File: src/rtl/modem_pkg.sv
// Constants and types shared by the modulator, noise generator and demodulator.
// Sample format and symbol length must agree across the whole link.
package modem_pkg;

  localparam int SAMPLES_PER_BIT = 16;
  localparam int DATA_W          = 8;
  localparam int MIDSCALE        = 128;

  typedef enum logic [1:0] {
    IDLE  = 2'd0,
    SKIP  = 2'd1,
    ACCUM = 2'd2
  } demod_state_e;

endpackage

File: src/rtl/bpsk_correlator.sv
// Square-wave correlator: adds or subtracts the DC-removed sample into a signed
// accumulator. acc_final is the combinational running sum including this sample.
module bpsk_correlator
  import modem_pkg::*;
#(
  parameter int ACC_W = 13
) (
  input  logic                    clk_fast,
  input  logic                    rst,
  input  logic                    clear,
  input  logic                    freeze,
  input  logic                    negate,
  input  logic [DATA_W-1:0]       sample,
  output logic signed [ACC_W-1:0] acc_final
);

  logic signed [DATA_W:0]    d;
  logic signed [ACC_W-1:0]   d_ext;
  logic signed [ACC_W-1:0]   acc_reg;

  // Offset-binary to two's complement; one extra bit holds -128..+127.
  assign d     = $signed({1'b0, sample}) - $signed((DATA_W+1)'(MIDSCALE));
  assign d_ext = {{(ACC_W-DATA_W-1){d[DATA_W]}}, d};

  assign acc_final = negate ? (acc_reg - d_ext) : (acc_reg + d_ext);

  always_ff @(posedge clk_fast or negedge rst) begin
    if (!rst) begin
      acc_reg <= '0;
    end else if (clear) begin
      acc_reg <= '0;
    end else if (!freeze) begin
      acc_reg <= acc_final;
    end
  end

endmodule

File: src/rtl/bpsk_demodulator.sv
// BPSK demodulator: skips the modulator pipeline delay, correlates each symbol
// against a +/- square template and issues one bit decision per symbol.
module bpsk_demodulator
  import modem_pkg::*;
#(
  parameter int ACC_W        = 13,
  parameter int START_OFFSET = 2,
  parameter int CONF_THRESH  = 64
) (
  input  logic              clk_fast,
  input  logic              rst,
  input  logic              en,
  input  logic              in_valid,
  input  logic [DATA_W-1:0] wav_in,
  output logic              bit_out,
  output logic              bit_valid,
  output logic              low_conf,
  output logic [15:0]       bit_count
);

  localparam int IDX_W  = $clog2(SAMPLES_PER_BIT);
  localparam int HALF   = SAMPLES_PER_BIT / 2;
  localparam int SKIP_W = (START_OFFSET > 0) ? $clog2(START_OFFSET + 1) : 1;

  demod_state_e state_reg, state_next;
  logic [IDX_W-1:0]  sample_idx_reg, sample_idx_next;
  logic [SKIP_W-1:0] skip_cnt_reg, skip_cnt_next;

  logic        bit_out_reg, bit_valid_reg, low_conf_reg;
  logic [15:0] bit_count_reg;

  logic accept, last_sample;
  logic corr_clear, corr_freeze, corr_negate;
  logic signed [ACC_W-1:0] acc_final;
  logic [ACC_W-1:0]        acc_mag;

  assign accept      = in_valid && ((state_reg == SKIP) || (state_reg == ACCUM));
  assign last_sample = accept && (state_reg == ACCUM)
                       && (sample_idx_reg == IDX_W'(SAMPLES_PER_BIT - 1));

  always_comb begin
    state_next      = state_reg;
    sample_idx_next = sample_idx_reg;
    skip_cnt_next   = skip_cnt_reg;
    case (state_reg)
      IDLE: begin
        sample_idx_next = '0;
        skip_cnt_next   = '0;
        if (en) state_next = (START_OFFSET > 0) ? SKIP : ACCUM;
      end
      SKIP: begin
        if (in_valid) begin
          skip_cnt_next = skip_cnt_reg + 1'b1;
          if (skip_cnt_reg == SKIP_W'(START_OFFSET - 1)) state_next = ACCUM;
        end
      end
      ACCUM: begin
        if (in_valid) begin
          sample_idx_next = last_sample ? '0 : sample_idx_reg + 1'b1;
        end
      end
      default: state_next = IDLE;
    endcase
    // Dropping the link wins over every transition; a coinciding decision still fires.
    if (!en) state_next = IDLE;
  end

  always_ff @(posedge clk_fast or negedge rst) begin
    if (!rst) begin
      state_reg      <= IDLE;
      sample_idx_reg <= '0;
      skip_cnt_reg   <= '0;
    end else begin
      state_reg      <= state_next;
      sample_idx_reg <= sample_idx_next;
      skip_cnt_reg   <= skip_cnt_next;
    end
  end

  assign corr_clear  = (state_reg == IDLE) || last_sample;
  assign corr_freeze = !(accept && (state_reg == ACCUM));
  assign corr_negate = (sample_idx_reg >= IDX_W'(HALF));

  bpsk_correlator #(
    .ACC_W (ACC_W)
  ) u_correlator (
    .clk_fast  (clk_fast),
    .rst       (rst),
    .clear     (corr_clear),
    .freeze    (corr_freeze),
    .negate    (corr_negate),
    .sample    (wav_in),
    .acc_final (acc_final)
  );

  assign acc_mag = acc_final[ACC_W-1] ? ACC_W'(-acc_final) : ACC_W'(acc_final);

  always_ff @(posedge clk_fast or negedge rst) begin
    if (!rst) begin
      bit_out_reg   <= 1'b0;
      bit_valid_reg <= 1'b0;
      low_conf_reg  <= 1'b0;
      bit_count_reg <= '0;
    end else begin
      bit_valid_reg <= last_sample;
      if (last_sample) begin
        bit_out_reg   <= (acc_final > 0);
        low_conf_reg  <= (acc_mag < ACC_W'(CONF_THRESH));
        bit_count_reg <= bit_count_reg + 16'd1;
      end else if ((state_reg == IDLE) && en) begin
        bit_count_reg <= '0;
      end
    end
  end

  assign bit_out   = bit_out_reg;
  assign bit_valid = bit_valid_reg;
  assign low_conf  = low_conf_reg;
  assign bit_count = bit_count_reg;

endmodule

File: config.mk
export PLATFORM = sky130hd
export DESIGN_NAME = bpsk_demodulator
export DESIGN_NICKNAME = d
export VERILOG_FILES = /design/src/rtl/modem_pkg.sv /design/src/rtl/bpsk_correlator.sv /design/src/rtl/bpsk_demodulator.sv
export SDC_FILE = /design/constraint.sdc
export NUM_CORES = 1
export LEC_CHECK = 0
export ABC_AREA = 1
export CORE_MARGIN = 2
export CORE_UTILIZATION = 30
export CTS_BUF_LIST = sky130_fd_sc_hd__clkbuf_16
export DETAILED_ROUTE_END_ITERATION = 16
export GPL_ROUTABILITY_DRIVEN = 1
export HOLD_SLACK_MARGIN = 0.12
export PLACE_DENSITY = 0.48
export SLEW_MARGIN = 20
export SYNTH_ARGS = -nofsm -noshare
export SYNTH_HDL_FRONTEND = slang
export SYNTH_HIERARCHICAL = 1
export SYNTH_SLANG_ARGS = --single-unit
File: constraint.sdc
create_clock -name clk_fast -period 3.7 [get_ports clk_fast]
set_input_delay 0.74 -clock clk_fast [delete_from_list [all_inputs] [get_ports clk_fast]]
set_output_delay 0.74 -clock clk_fast [all_outputs]
set_load 0.1 [all_outputs]
==> Yosys cells after proc, flatten, opt, wreduce, memory -nomap -nowiden <==
Cells that the tools add are included.
{ "word_totals": {"ff_bits": 40, "input_bits": 12} }
{ "op_classes": {"n_addsub": 7, "magnitude_cmp": 3, "n_eq_ne": 9, "muxes": 15, "reduce_logical": 14} }
{ "ops": {"columns": ["cell", "n"], "rows": [
  ["$mux W13", 4],
  ["$mux W16", 2],
  ["$add A16 B1 Y16 const B", 1],
  ["$add A13 B9 Y13", 1],
  ["$gt A13 B1 Y1 const B", 1],
  ["$lt A13 B7 Y1 const B", 1],
  ["$neg A13 Y13", 1],
  ["$sub A13 B9 Y13", 1],
  ["$sub A8 B8 Y9 const B", 1],
  ["$mux W2", 4],
  ["$mux W4", 2],
  ["$pmux W4 S2", 1],
  ["$reduce_bool A2 Y1", 4],
  ["$ne A2 B2 Y1 const B", 3],
  ["$pmux W2 S3", 1],
  ["$add A4 B1 Y4 const B", 1],
  ["$eq A2 B1 Y1 const B", 2],
  ["$eq A4 B4 Y1 const B", 1],
  ["$ge A4 B4 Y1 const B", 1],
  ["$logic_and A1 B1 Y1", 4],
  ["$pmux W2 S2", 1],
  ["$reduce_and A2 Y1", 2],
  ["$ne A3 B2 Y1 const B", 1],
  ["$ne A3 B3 Y1 const B", 1],
  ["other kinds (5)", 6]
]} }

==> Logic depth before layout (Yosys ltp) <==
Gate-level depths: netlist of the first run.
{ "logic_depth": {"ltp_word": 8, "depth_mapped": 26, "depth_no_buf": 26} }

==> By module <==
Netlist of the first run, hierarchy kept.
{ "by_module_without_submodules": {"columns": ["mod", "n_inst", "cells_per_inst", "area_per_inst_um2", "seq_area_each_um2"], "rows": [
  ["bpsk_demodulator", 1, 204, 1564.0, 675.6],
  ["bpsk_correlator", 1, 250, 1539.0, 325.3]
]} }

==> Least setup slack after synthesis of the first run <==
No wires, ideal clock.
{ "synth_timing": {"kind": "in2reg", "startpoint": "in wav_in[0]", "endpoint": "reg low_conf_reg, in the netlist low_conf", "setup_time_ns": 0.120, "t_arrival_ns": 3.081, "t_required_ns": 3.580, "slack_ns": 0.500, "path_stages": 23, "path_buffers": 0, "path_cell_list": "inv_1 ha_1 nand2_1 nand2_1 o21ai_0 xor2_1 inv_1 ha_1 nand2_1 nor2_1 nand3_1 nand3_1 nand2_1 and2_1 or2_2 nor2_1 nand2_1 nand2_1 nand2_1 nand2_1 nor2_1 nand2_1 nand2_1"} }
{ "synth_via": {"elab_chain_cells": 6} }
{ "synth_lines": {"columns": ["element", "line_no", "text"], "rows": [
  ["from (decl)", "bpsk_demodulator.sv:14", "input logic [DATA_W-1:0] wav_in,"],
  ["$sub A8 B8 Y9 (*)", "bpsk_correlator.sv:22", "assign d = $signed({1'b0, sample}) - $signed((DATA_W+1)'(MIDSCALE));"],
  ["$add A13 B9 Y13 / $sub A13 B9 Y13 (equally long branches)", "bpsk_correlator.sv:25", "assign acc_final = negate ? (acc_reg - d_ext) : (acc_reg + d_ext);"],
  ["$mux W13 (*)", "bpsk_correlator.sv:25", null],
  ["via acc_final[10]", "bpsk_demodulator.sv:34", "logic signed [ACC_W-1:0] acc_final;"],
  ["$neg A13 Y13", "bpsk_demodulator.sv:96", "assign acc_mag = acc_final[ACC_W-1] ? ACC_W'(-acc_final) : ACC_W'(acc_final);"],
  ["$mux W13 (*)", "bpsk_demodulator.sv:96", null],
  ["$lt A13 B7 Y1 (*)", "bpsk_demodulator.sv:108", "low_conf_reg <= (acc_mag < ACC_W'(CONF_THRESH));"],
  ["to (signal assigned)", "bpsk_demodulator.sv:108", null],
  ["to (decl)", "bpsk_demodulator.sv:29", "logic bit_out_reg, bit_valid_reg, low_conf_reg;"]
]} }
Mark *: on every way through the listed nets, which the timed path passes. The rest lies on a longest branch.
A chain may end at the register's enable or synchronous reset.

==> Worst setup path in the final report of the first run <==
{ "layout_timing": {"startpoint": "in wav_in[5]", "endpoint": "reg low_conf_reg, in the netlist low_conf"} }
The elaborated chain is that of the path after synthesis.

==> results of run 1 <==
how the worst min path moves through the flow:
stage | endpoint | slack (ns) | cells after the start
floorplan | bit_count[0] | 0.44 | 0
finish | u_correlator/acc_reg[11] | 0.50 | 2
detailed placement | low_conf | 0.48 | 2
global placement | low_conf | 0.47 | 2
CTS | u_correlator/acc_reg[11] | 0.50 | 2
global route | u_correlator/acc_reg[3] | 0.53 | 2
worst min-delay path: cells and delay by family, from the launching register on:
kind / cells / cell delay [ns]
DFF: 1 / 0.36
and+or+nand+nor: 2 / 0.11
kinds of logic (layout without fill, tap and decap cells):
group | after synthesis | count (layout)
AO/OA/AOI/OAI | 54 | 54
XOR/XNOR | 14 | 14
flip-flops | 40 | 40
buffers and inverters | 83 | 161
adder cells (fa/ha/maj) | 18 | 18
AND/OR/NAND/NOR | 245 | 245
stage by stage:
| stage | TNS (ns) | instances |
|---|---|---|
| floorplan | 0 | 454 |
| global placement | -0.220 | 660 |
| detailed placement | -0.400 | 660 |
| CTS | 0 | 667 |
| global route | 0 | 668 |
| finish | 0 | 668 |
Yosys cell counts, types with 2 or more instances:
cell type	number	area (um2)
o31ai_1	3	22.5
xor2_1	4	35.0
nand2_1	137	514
nor2_2	7	43.8
xnor2_1	8	70.1
nand2_2	2	12.5
a22o_1	2	17.5
xor2_2	2	32.5
a22oi_1	3	22.5
nor2_1	38	143
a21oi_1	9	45.0
ha_1	17	213
inv_2	5	18.8
nand3_1	35	175
inv_1	72	270
o22ai_1	3	18.8
and2_1	5	31.3
a31oi_1	5	31.3
buf_6	3	33.8
clkbuf_1	2	7.51
o21ai_0	22	110
nand3b_1	2	15.0
nand4_1	8	50.1
nor3_1	4	20.0
dfrtp_1	40	1000
layout make-up:
| type | instances | area, um2 |
|---|---|---|
| multi-input cells | 331 | 1890 |
| flip-flops and latches | 40 | 1000 |
| clock inverters | 2 | 7.51 |
| clock buffers | 5 | 125 |
| inverters | 77 | 289 |
| repair buffers | 77 | 653 |
| fillers | 1081 | 6040 |
| well taps | 136 | 170 |
per-layer routing:
metal  track usage  up-vias  wire [um]
met2         0.266       41       3900
met1         0.195     1409       3800
met4        0.0357        0         97
li1              -     1592          -
met5             0        -          0
met3        0.0235        8        238
report_power, final:
part	internal, W	switching, W	total, W
clock network	0.000241	0.000168	0.000410
logic	0.000101	0.000128	0.000229
registers	0.000446	0.00000637	0.000452
total	0.000788	0.000303	0.00109
repair_timing:
item,in CTS,in global routing
setup buffers,0,1
gates resized for setup,0,29
setup endpoints to repair,0,2
endpoints found under the hold margin,0,0
==> results.md, run 1 <==
- CTS tree: done
- R2r endpoint: low_conf
- CTS buffer count: 5
- Post-route ant nets: 0
- Post-DP HPWL: 6190 um
- CTS Sinks: 40
- Max Transition Viols Final: 0
- Mapped Cells: 454
- Fin util: 0.407
- Final setup viols: 0
- CP max FO: 5
- Post-Synth Simple-Gate Area: 0.347
- Pre-CTS setup slack: -0.223 ns
- Layout overhead on the synthesized area: 33.4%
- Status: complete, no violations
- R2R setup slack: 0.73 ns
- Xor/xnor share of the synthesized area: 0.0444
- First-pass GRT wire length: 13800 um
- Vias: 3050
- CP peak stage delay: 0.45 ns
- Gr usage total: 0.152
- Maximum vdd drop: 0.225 mV
- Die Y: 106 um
- Synthesized Nets: 484
- DRT Wirelength: 8030 um
- Initial DRC Count: 137
- Synth Register Bits: 40
- Netlist cell types: 41
- Clock latency at the later pin of the worst-skew pair: 0.28 ns
- Total grt overflow: 0
- Die Wd: 106 um
- Period Utilization, post-route: 0.921
- Mux cell area share after synthesis: 0
- Hold-fix buffers, CTS: 0
- Reg2reg start: sample_idx_reg[3]
- Number of max-cap violations: 0
- DRC viols: 0
- WP data required: 3.88 ns
- Initial core utilization: 0.305
- Largest family of logic cells by synthesized area: simple AND/OR/NAND/NOR gates
- Final #Nets: 562
- Cell family with most CP delay: simple AND/OR/NAND/NOR gates
- Diodes inserted: 0
- Total power: 0.00109 W
- Crit path to: low_conf
- Layout cells sized above 1: 0.184
- Port-buffer cells: 30
- Commonest non-fill, non-tap cell in the layout: nand2_1
- Stages on worst setup path: 22
- I/O pins: 31
- Crit path launch: wav_in[5]
- Worst-path cell chain: clkdlybuf4s50_1 > nor2_2 > nand2_1 > nor3_2 > inv_1 > buf_4 > nand2_1 > ha_2 > nand2_1 > nand2_1 > a31oi_2 > nand4_1 > and2_1 > or2_2 > nor2_2 > nand2_1 > nand2_1 > nand2_1 > nand2_1 > nor2_1 > nand2_1 > nand2_1
- Most common cell on crit path: nand2_1
- EDFF count, synth: 0
- Critical path arrival: 3.59 ns
- Fmax: 293 MHz
- Final hold violation count: 0
- Initial antenna violation count: 0
- Power per cell area: 264 nW/um2
- Critical path startpoint category: primary input
- Relative slew slack: 0.340
- Asr flop ratio synth: 1.00
- FP Rows: 37
- Hold Crit Start: u_correlator/acc_reg[11]
- CP max stage cell: clkdlybuf4s50_1
- Die area: 11200 um2
- Adder-cell share of the synthesized area: 0.0750
- Drt first pass iters: 4
- RSZ-0062 raised after global routing: no
- Mapped Area: 3100 um2
- Avg Cell Area, Syn: 6.83 um2
- H-Tree Depth: 2
- Seq/Total Area, Yosys: 0.323
- Hold Path Class: reg2reg
- Yosys Warn Count: 6
- Largest net degree at the start of global routing: 41
- Clk slew on worst S/H paths: 0.06 ns
- Design area: 4140 um2
- Number of global-route vias before repair: 2997
- Compound-gate portion of the synthesized area: 0.103
- Slew @ Worst Pin: 0.987 ns
- GPL Wtd Cong: 0.819
- WP buf/inv: 3
- Leakage: 2.05 nW
- CTS root buffer: clkbuf_16
- WHS: 0.498 ns
- CP Capture Type: flop
- Reg2Reg Depth: 21
- Max reg flops: 16
- Max clock buf depth: 2
- Minimum clock period: 3.41 ns
- Core box area: 10200 um2
- Skew final: 0.00908 ns
- Most frequent cells in the layout: nand2_1, inv_1, buf_4
- Setup WS post-layout: 0.292 ns
- Critical path class: in2reg
- Cell Area, Placed: 3870 um2
- Routed len/inst: 12.0 um
- Primary FF master, synth: dfrtp_1
- Vias per cell: 4.57
Power figures use the tool's default switching activity.
==> inputs of run 2 (changes only) <==
--- a/config.mk
+++ b/config.mk
@@ -13,6 +13,8 @@
 export GPL_ROUTABILITY_DRIVEN = 1
 export HOLD_SLACK_MARGIN = 0.12
 export PLACE_DENSITY = 0.48
+export RECOVER_POWER = 100
+export REMOVE_ABC_BUFFERS = 1
 export SLEW_MARGIN = 20
 export SYNTH_ARGS = -nofsm -noshare
 export SYNTH_HDL_FRONTEND = slang
==> run 2 against run 1 <==
  * The run now ends with capacitance limit, slew limit left
  * Clock skew is 0.0040 ns lower
  * Routed wire length up 3.9%
  * Cell area shrank 0.39%
==> results.md, run 2 (synthesis gave the netlist of run 1 again) <==
- Status: finished, violations left
- Failing checks: capacitance limit, slew limit
- Max Transition Viols Final: 41 (+41)
- Initial antenna violation count: 0 (unchanged)
- Initial DRC Count: 107 (-22%)
- CTS buffer count: 5 (unchanged)
- Port-buffer cells: 30 (unchanged)
- Setup TNS: 0 ns (unchanged)
- WP data required: 3.88 ns (about the same)
- Dpl cells: 655 (-0.76%)
- Slew @ Worst Pin: 2.37 ns (+1.38 ns)
- CTS tree: done
- Die area: 11200 um2 (unchanged)
- Final hold violation count: 0 (unchanged)
- Most frequent cells in the layout: nand2_1, inv_1, dfrtp_1, buf_4, nor2_1
- Leakage: 2.08 nW (+1.3%)
- Die Y: 106 um (unchanged)
- Post-DP HPWL: 6230 um (+0.64%)
- Clk slew on worst S/H paths: 0.06 ns (about the same)
- Skew final: 0.00508 ns (-0.00399 ns)
- Number of max-cap violations: 1 (+1)
- Max clock buf depth: 2 (unchanged)
- Reg2reg start: sample_idx_reg[3]
- Core box area: 10200 um2 (unchanged)
- Fmax: 287 MHz (-2.1%)
- I/O pins: 31 (unchanged)
- CTS Sinks: 40 (unchanged)
- Critical path class: in2reg
- Die Wd: 106 um (unchanged)
- Critical path arrival: 3.66 ns (+0.07 ns)
- Layout cells sized above 1: 0.175 (-0.00964)
- Critical path startpoint category: primary input
- Crit path launch: wav_in[2]
- CP max FO: 6 (+1)
- Clock latency at the later pin of the worst-skew pair: 0.29 ns (about the same)
- Relative slew slack: -0.577 (-0.917)
- DRT Wirelength: 8340 um (+3.9%)
- First-pass GRT wire length: 14100 um (+2.7%)
- Setup bufs post-CTS: 0 (unchanged)
- Routed len/inst: 12.6 um (+4.7%)
- R2r endpoint: low_conf
- Final #Nets: 556 (-1.1%)
- Crit path to: low_conf
- Period Utilization, post-route: 0.940 (+0.0193)
- Minimum clock period: 3.48 ns (+0.0716 ns)
- FP Rows: 37 (unchanged)
- Max reg flops: 16 (unchanged)
- Initial core utilization: 0.305 (unchanged)
- H-Tree Depth: 2 (unchanged)
- R2R setup slack: 0.54 ns (-0.19 ns)
- CTS root buffer: clkbuf_16
- Post-route ant nets: 0 (unchanged)
- Diodes inserted: 0 (unchanged)
- Drt first pass iters: 4 (unchanged)
- Final setup viols: 0 (unchanged)
- Power per cell area: 292 nW/um2 (+11%)
- CP Capture Type: flop
- Maximum vdd drop: 0.163 mV (-28%)
- DRC viols: 0 (unchanged)
- Layout overhead on the synthesized area: 32.9%
- Largest net degree at the start of global routing: 41 (unchanged)
- Gr usage total: 0.155 (+0.00361)
- Total grt overflow: 0 (unchanged)
- Vias per cell: 4.60 (+0.85%)
- Hold Path Class: reg2reg
- Cell Area, Placed: 3830 um2 (-0.97%)
- Reg2Reg Depth: 21 (unchanged)
- Vias: 3053 (+0.098%)
- Non-filler cells in the finished layout: 663 (-0.75%)
- Commonest non-fill, non-tap cell in the layout: nand2_1
- GPL Wtd Cong: 0.847 (+3.4%)
- Design area: 4120 um2 (-0.39%)
- Number of global-route vias before repair: 3080 (+2.8%)
[run 2: cell types whose count changed in the layout (fill, tap and decap cells not counted), sizes merged, moves of 2 or more]
cell,previous run,this run
dlymetal6s2s,2,0
buf,48,40
clkinv,2,0
dlygate4sd3,0,20
clkdlybuf4s50,27,9
clkbuf,5,7
[run 2: final cells by class]
type | count | area (um2)
fillers | 1062 | 6060
multi-input cells | 331 | 1890
flip-flops and latches | 40 | 1000
repair buffers | 71 | 598
inverters | 77 | 289
well taps | 136 | 170
clock buffers | 5 | 125
clock inverters | 3 | 46.3
[run 2: how the worst min path moves through the flow]
stage | startpoint | endpoint | slack [ns] | depth (start not counted)
final | low_conf | low_conf | 0.48 | 2
after global routing | bit_out | bit_out | 0.51 | 2
after CTS | bit_out | bit_out | 0.50 | 2
after detailed placement | low_conf | low_conf | 0.47 | 2
after global placement | u_correlator/acc_reg[8] | u_correlator/acc_reg[8] | 0.47 | 2
after floorplan | rst | bit_count[0] | 0.44 | 0
[run 2: through the flow]
stage                     hold slack (ns)  worst slack (ns)  total power, W  utilization
after floorplan                     0.444             0.498        0.000578            -
after global placement              0.470            -0.113        0.000675        0.376
after detailed placement            0.474            -0.172        0.000677        0.376
after CTS                           0.498             0.117         0.00121        0.393
after global routing                0.508           -0.0336         0.00126        0.405
final                               0.482             0.221         0.00121        0.405
[run 2: routing by layer]
metal,wire (um),share of wire,global-route usage
met5,0,0,0
met4,114,0.014,0.0414
met3,276,0.033,0.0247
met2,4110,0.49,0.272
met1,3840,0.46,0.197
[run 2: critical path: stages]
cell and delay (ns):
clkdlybuf4s50_1 0.42, buf_4 0.15, nor2_1 0.13, nand2_2 0.08, buf_4 0.16, o21ai_1 0.16
ha_2 0.35, nand2_1 0.09, nand2_1 0.11, a31oi_2 0.21, nand4_1 0.13, and2_4 0.19
or2_2 0.28, nor2_1 0.11, nand2_1 0.07, nand2_1 0.06, nand2_1 0.05, nand2_1 0.05
nor2_1 0.03, nand2_1 0.05, nand2_1 0.05
[run 2: timing repair]
item / 4_1_cts / 5_1_grt
setup endpoints to repair: 0 / 2
hold endpoints to repair: 0 / 0
resized for setup: 0 / 34
hold buffers: 0 / 0
[run 2: report_power, final]
part	internal (W)	total, W	switching, W
Clock	0.000321	0.000525	0.000203
Combinational	0.000100	0.000230	0.000130
Sequential	0.000445	0.000451	0.00000594
Total	0.000867	0.00121	0.000339
==> inputs of run 3 (changes only) <==
==> constraint.sdc (replaced) <==
create_clock -name clk_fast -period 4 [get_ports clk_fast]
set_input_delay 0.8 -clock clk_fast [delete_from_list [all_inputs] [get_ports clk_fast]]
set_output_delay 0.8 -clock clk_fast [all_outputs]
set_load 0.1 [all_outputs]
==> run 3 against run 2 <==
  * The flow still finishes with violations (capacitance limit, slew limit)
  * Register-to-register slack gained 0.26 ns
  * Routed wire length down 6.9%
  * Cell area shrank 9.3%
  * Global-route usage decreased by 0.25 points
  * Critical path depth rose by 3
  * Count of clock-buffer cells in the layout unchanged
  * Combinational power down 27%
  * Clock power is 11% lower
  * Via count is 5.7% lower
  * Non-clock buffer count down 34
  * Worst setup slack improved by 0.13 ns
  * Utilization fell by 3.8 points
==> results.md, run 3 (synthesis gave the netlist of run 1 again) <==
- R2r endpoint: low_conf
- WP data required: 4.18 ns (+0.30 ns)
- FF+latch area: 1000 um2 (unchanged)
- Relative slew slack: -0.546 (+0.0311)
- Core box area: 10200 um2 (unchanged)
- GRT met2 Usage: 0.258 (-0.0143)
- Minimum clock period: 3.65 ns
- Status: finished, violations left
- Commonest non-fill, non-tap cell in the layout: nand2_1
- Layout overhead on the synthesized area: 20.6%
- Vias per cell: 4.58 (-0.60%)
- Worst-path cell chain: clkdlybuf4s50_1 > inv_1 > ha_1 > nand2_1 > nand2_1 > xnor2_1 > inv_1 > ha_1 > nand2_1 > inv_1 > nand2_1 > nand2_1 > nand2_1 > nand4_1 > and2_1 > or2_2 > nor2_1 > nand2_1 > nand2_1 > nand2_1 > nand2_1 > nor2_1 > nand2_1 > nand2_1
- Max clock buf depth: 2 (unchanged)
- CP Capture Type: flop
- Failing checks: capacitance limit, slew limit
- Max reg flops: 16 (unchanged)
- Fin util: 0.367 (-0.0376)
- WHS: 0.480 ns (-0.00203 ns)
- Critical path class: in2reg
- Initial DRC Count: 109 (+1.9%)
- Largest net degree at the start of global routing: 41 (unchanged)
- Gr busiest metal: met2
- Clk slew on worst S/H paths: 0.06 ns (about the same)
- RSZ-0062 raised after global routing: no
- CP max stage cell: clkdlybuf4s50_1
- Layout cells sized above 1: 0.0730 (-0.102)
- Number of fill cells: 1096 (+3.2%)
- Routed len/inst: 12.3 um (-1.9%)
- CTS tree: done
- DRT Wirelength: 7760 um (-6.9%)
- M3 GR Usage: 0.0210 (-0.00371)
- Critical path arrival: 3.83 ns (+0.17 ns)
- Fmax: 274 MHz
- Area of the multi-input gates: 1770 um2 (-6.5%)
- Initial core utilization: 0.305 (unchanged)
- Hold endpoint: low_conf
- Vias: 2879 (-5.7%)
- Dpl cells: 621 (-5.2%)
- Initial antenna violation count: 0 (unchanged)
- Clock latency at the later pin of the worst-skew pair: 0.28 ns (about the same)
- Max Transition Viols Final: 41 (unchanged)
- CP peak stage delay: 0.48 ns (+0.06 ns)
- Hold-fix buffers, CTS: 0 (unchanged)
- Leakage: 1.92 nW (-7.7%)
- Hold Path Cell Cnt: 2 (unchanged)
- Skew final: 0.00509 ns (+0.0000131 ns)
- WP buf/inv: 4 (+1)
- Final #Nets: 522 (-6.1%)
- Cell family with most CP delay: simple AND/OR/NAND/NOR gates
- Gr usage total: 0.153 (-0.00253)
- Non-filler cells in the finished layout: 629 (-5.1%)
- DRC viols: 0 (unchanged)
- Most frequent cells in the layout: nand2_1, inv_1, dfrtp_1
- Setup TNS: 0 ns (unchanged)
- Period Utilization, post-route: 0.913
- Post-route ant nets: 0 (unchanged)
- Slew @ Worst Pin: 2.32 ns (-0.0466 ns)
- Final hold violation count: 0 (unchanged)
- Port-buffer cells: 30 (unchanged)
- Power per cell area: 282 nW/um2 (-3.5%)
- Die Y: 106 um (unchanged)
- Reg2Reg Depth: 21 (unchanged)
- Reg2reg start: sample_idx_reg[3]
- Critical path startpoint category: primary input
- Maximum vdd drop: 0.132 mV (-19%)
- Final setup viols: 0 (unchanged)
- Die area: 11200 um2 (unchanged)
- GR Util met1: 0.210 (+0.0122)
- CTS buffer count: 5 (unchanged)
- Hold Path Class: reg2reg
- Total grt overflow: 0 (unchanged)
- R2R setup slack: 0.80 ns (+0.26 ns)
- Most common cell on crit path: nand2_1
- Hold Crit Start: low_conf
- Drt first pass iters: 4 (unchanged)
- CTS Sinks: 40 (unchanged)
- CTS root buffer: clkbuf_16
- First-pass GRT wire length: 14000 um (-0.98%)
- Number of max-cap violations: 1 (unchanged)
- FP Rows: 37 (unchanged)
- GPL Wtd Cong: 0.839 (-0.99%)
- Number of global-route vias before repair: 2999 (-2.6%)
- H-Tree Depth: 2 (unchanged)
- CP max FO: 4 (-2)
- Die Wd: 106 um (unchanged)
- Diodes inserted: 0 (unchanged)
- Post-DP HPWL: 5960 um (-4.4%)
- I/O pins: 31 (unchanged)
-- run 3: cell count changes in the layout (fill, tap and decap cells not counted), moves of 3 or more --
cell / delta
ha_4: -5
nand3_1: +3
ha_1: +7
nand2_1: +5
nand3_2: -3
nand2_2: -5
buf_4: -34
-- run 3: power breakdown --
part	switching, W	internal, W	leakage [nW]
clock	0.000175	0.000294	0.0814
sequential	0.00000516	0.000412	0.555
combinational	0.000108	0.0000608	1.28
-- run 3: worst max-delay path by stage --
stage	endpoint	cells past startpoint	from	slack, ns
detailed placement	low_conf	24	wav_in[0]	-0.003
global placement	low_conf	23	wav_in[0]	0.09
CTS	low_conf	24	wav_in[0]	0.29
floorplan	low_conf	23	wav_in[0]	0.74
global route	low_conf	22	wav_in[5]	0.01
finish	low_conf	24	wav_in[0]	0.35
-- run 3: final cells by class --
cell class / count / share of cell area
Sequential cell: 40 / 0.268
Clock inverter: 3 / 0.0114
Clock buffer: 5 / 0.0334
Multi-Input combinational cell: 331 / 0.473
Timing Repair Buffer: 37 / 0.0916
Inverter: 77 / 0.0773
Tap cell: 136 / 0.0455
-- run 3: metrics by stage --
stage / worst slack [ns] / power [W] / area [um2]
3_3_place_gp: 0.0888 / 0.000596 / 3570
5_1_grt: 0.0103 / 0.00111 / 3740
3_5_place_dp: -0.00346 / 0.000596 / 3570
2_1_floorplan: 0.738 / 0.000535 / 3060
6_report: 0.347 / 0.00106 / 3740
4_1_cts: 0.290 / 0.00108 / 3740
-- run 3: what timing repair did --
action,4_1_cts,5_1_grt
buffers inserted,0,0
hold endpoints to repair,0,0
gates resized for setup,0,5
setup endpoints to repair,0,1
-- run 3: worst register-to-register path, stage by stage (launching register included) --
cell,delay (ns)
dfrtp_1,0.55
nor2_2,0.16
nand2_1,0.07
nor3_1,0.17
inv_1,0.12
o21a_1,0.20
ha_1,0.36
nand2_1,0.11
nor2_2,0.11
nand3_1,0.11
nand3_1,0.11
nand2_1,0.06
and2_1,0.16
or2_2,0.31
nor2_1,0.12
nand2_1,0.08
nand2_1,0.06
nand2_1,0.05
nand2_1,0.05
nor2_1,0.03
nand2_1,0.05
nand2_1,0.05
-- run 3: per-layer routing --
metal | vias up | share of wire
li1 | 1513 | -
met1 | 1329 | 0.50
met2 | 33 | 0.46
met3 | 4 | 0.028
met4 | 0 | 0.0036
met5 | - | 0
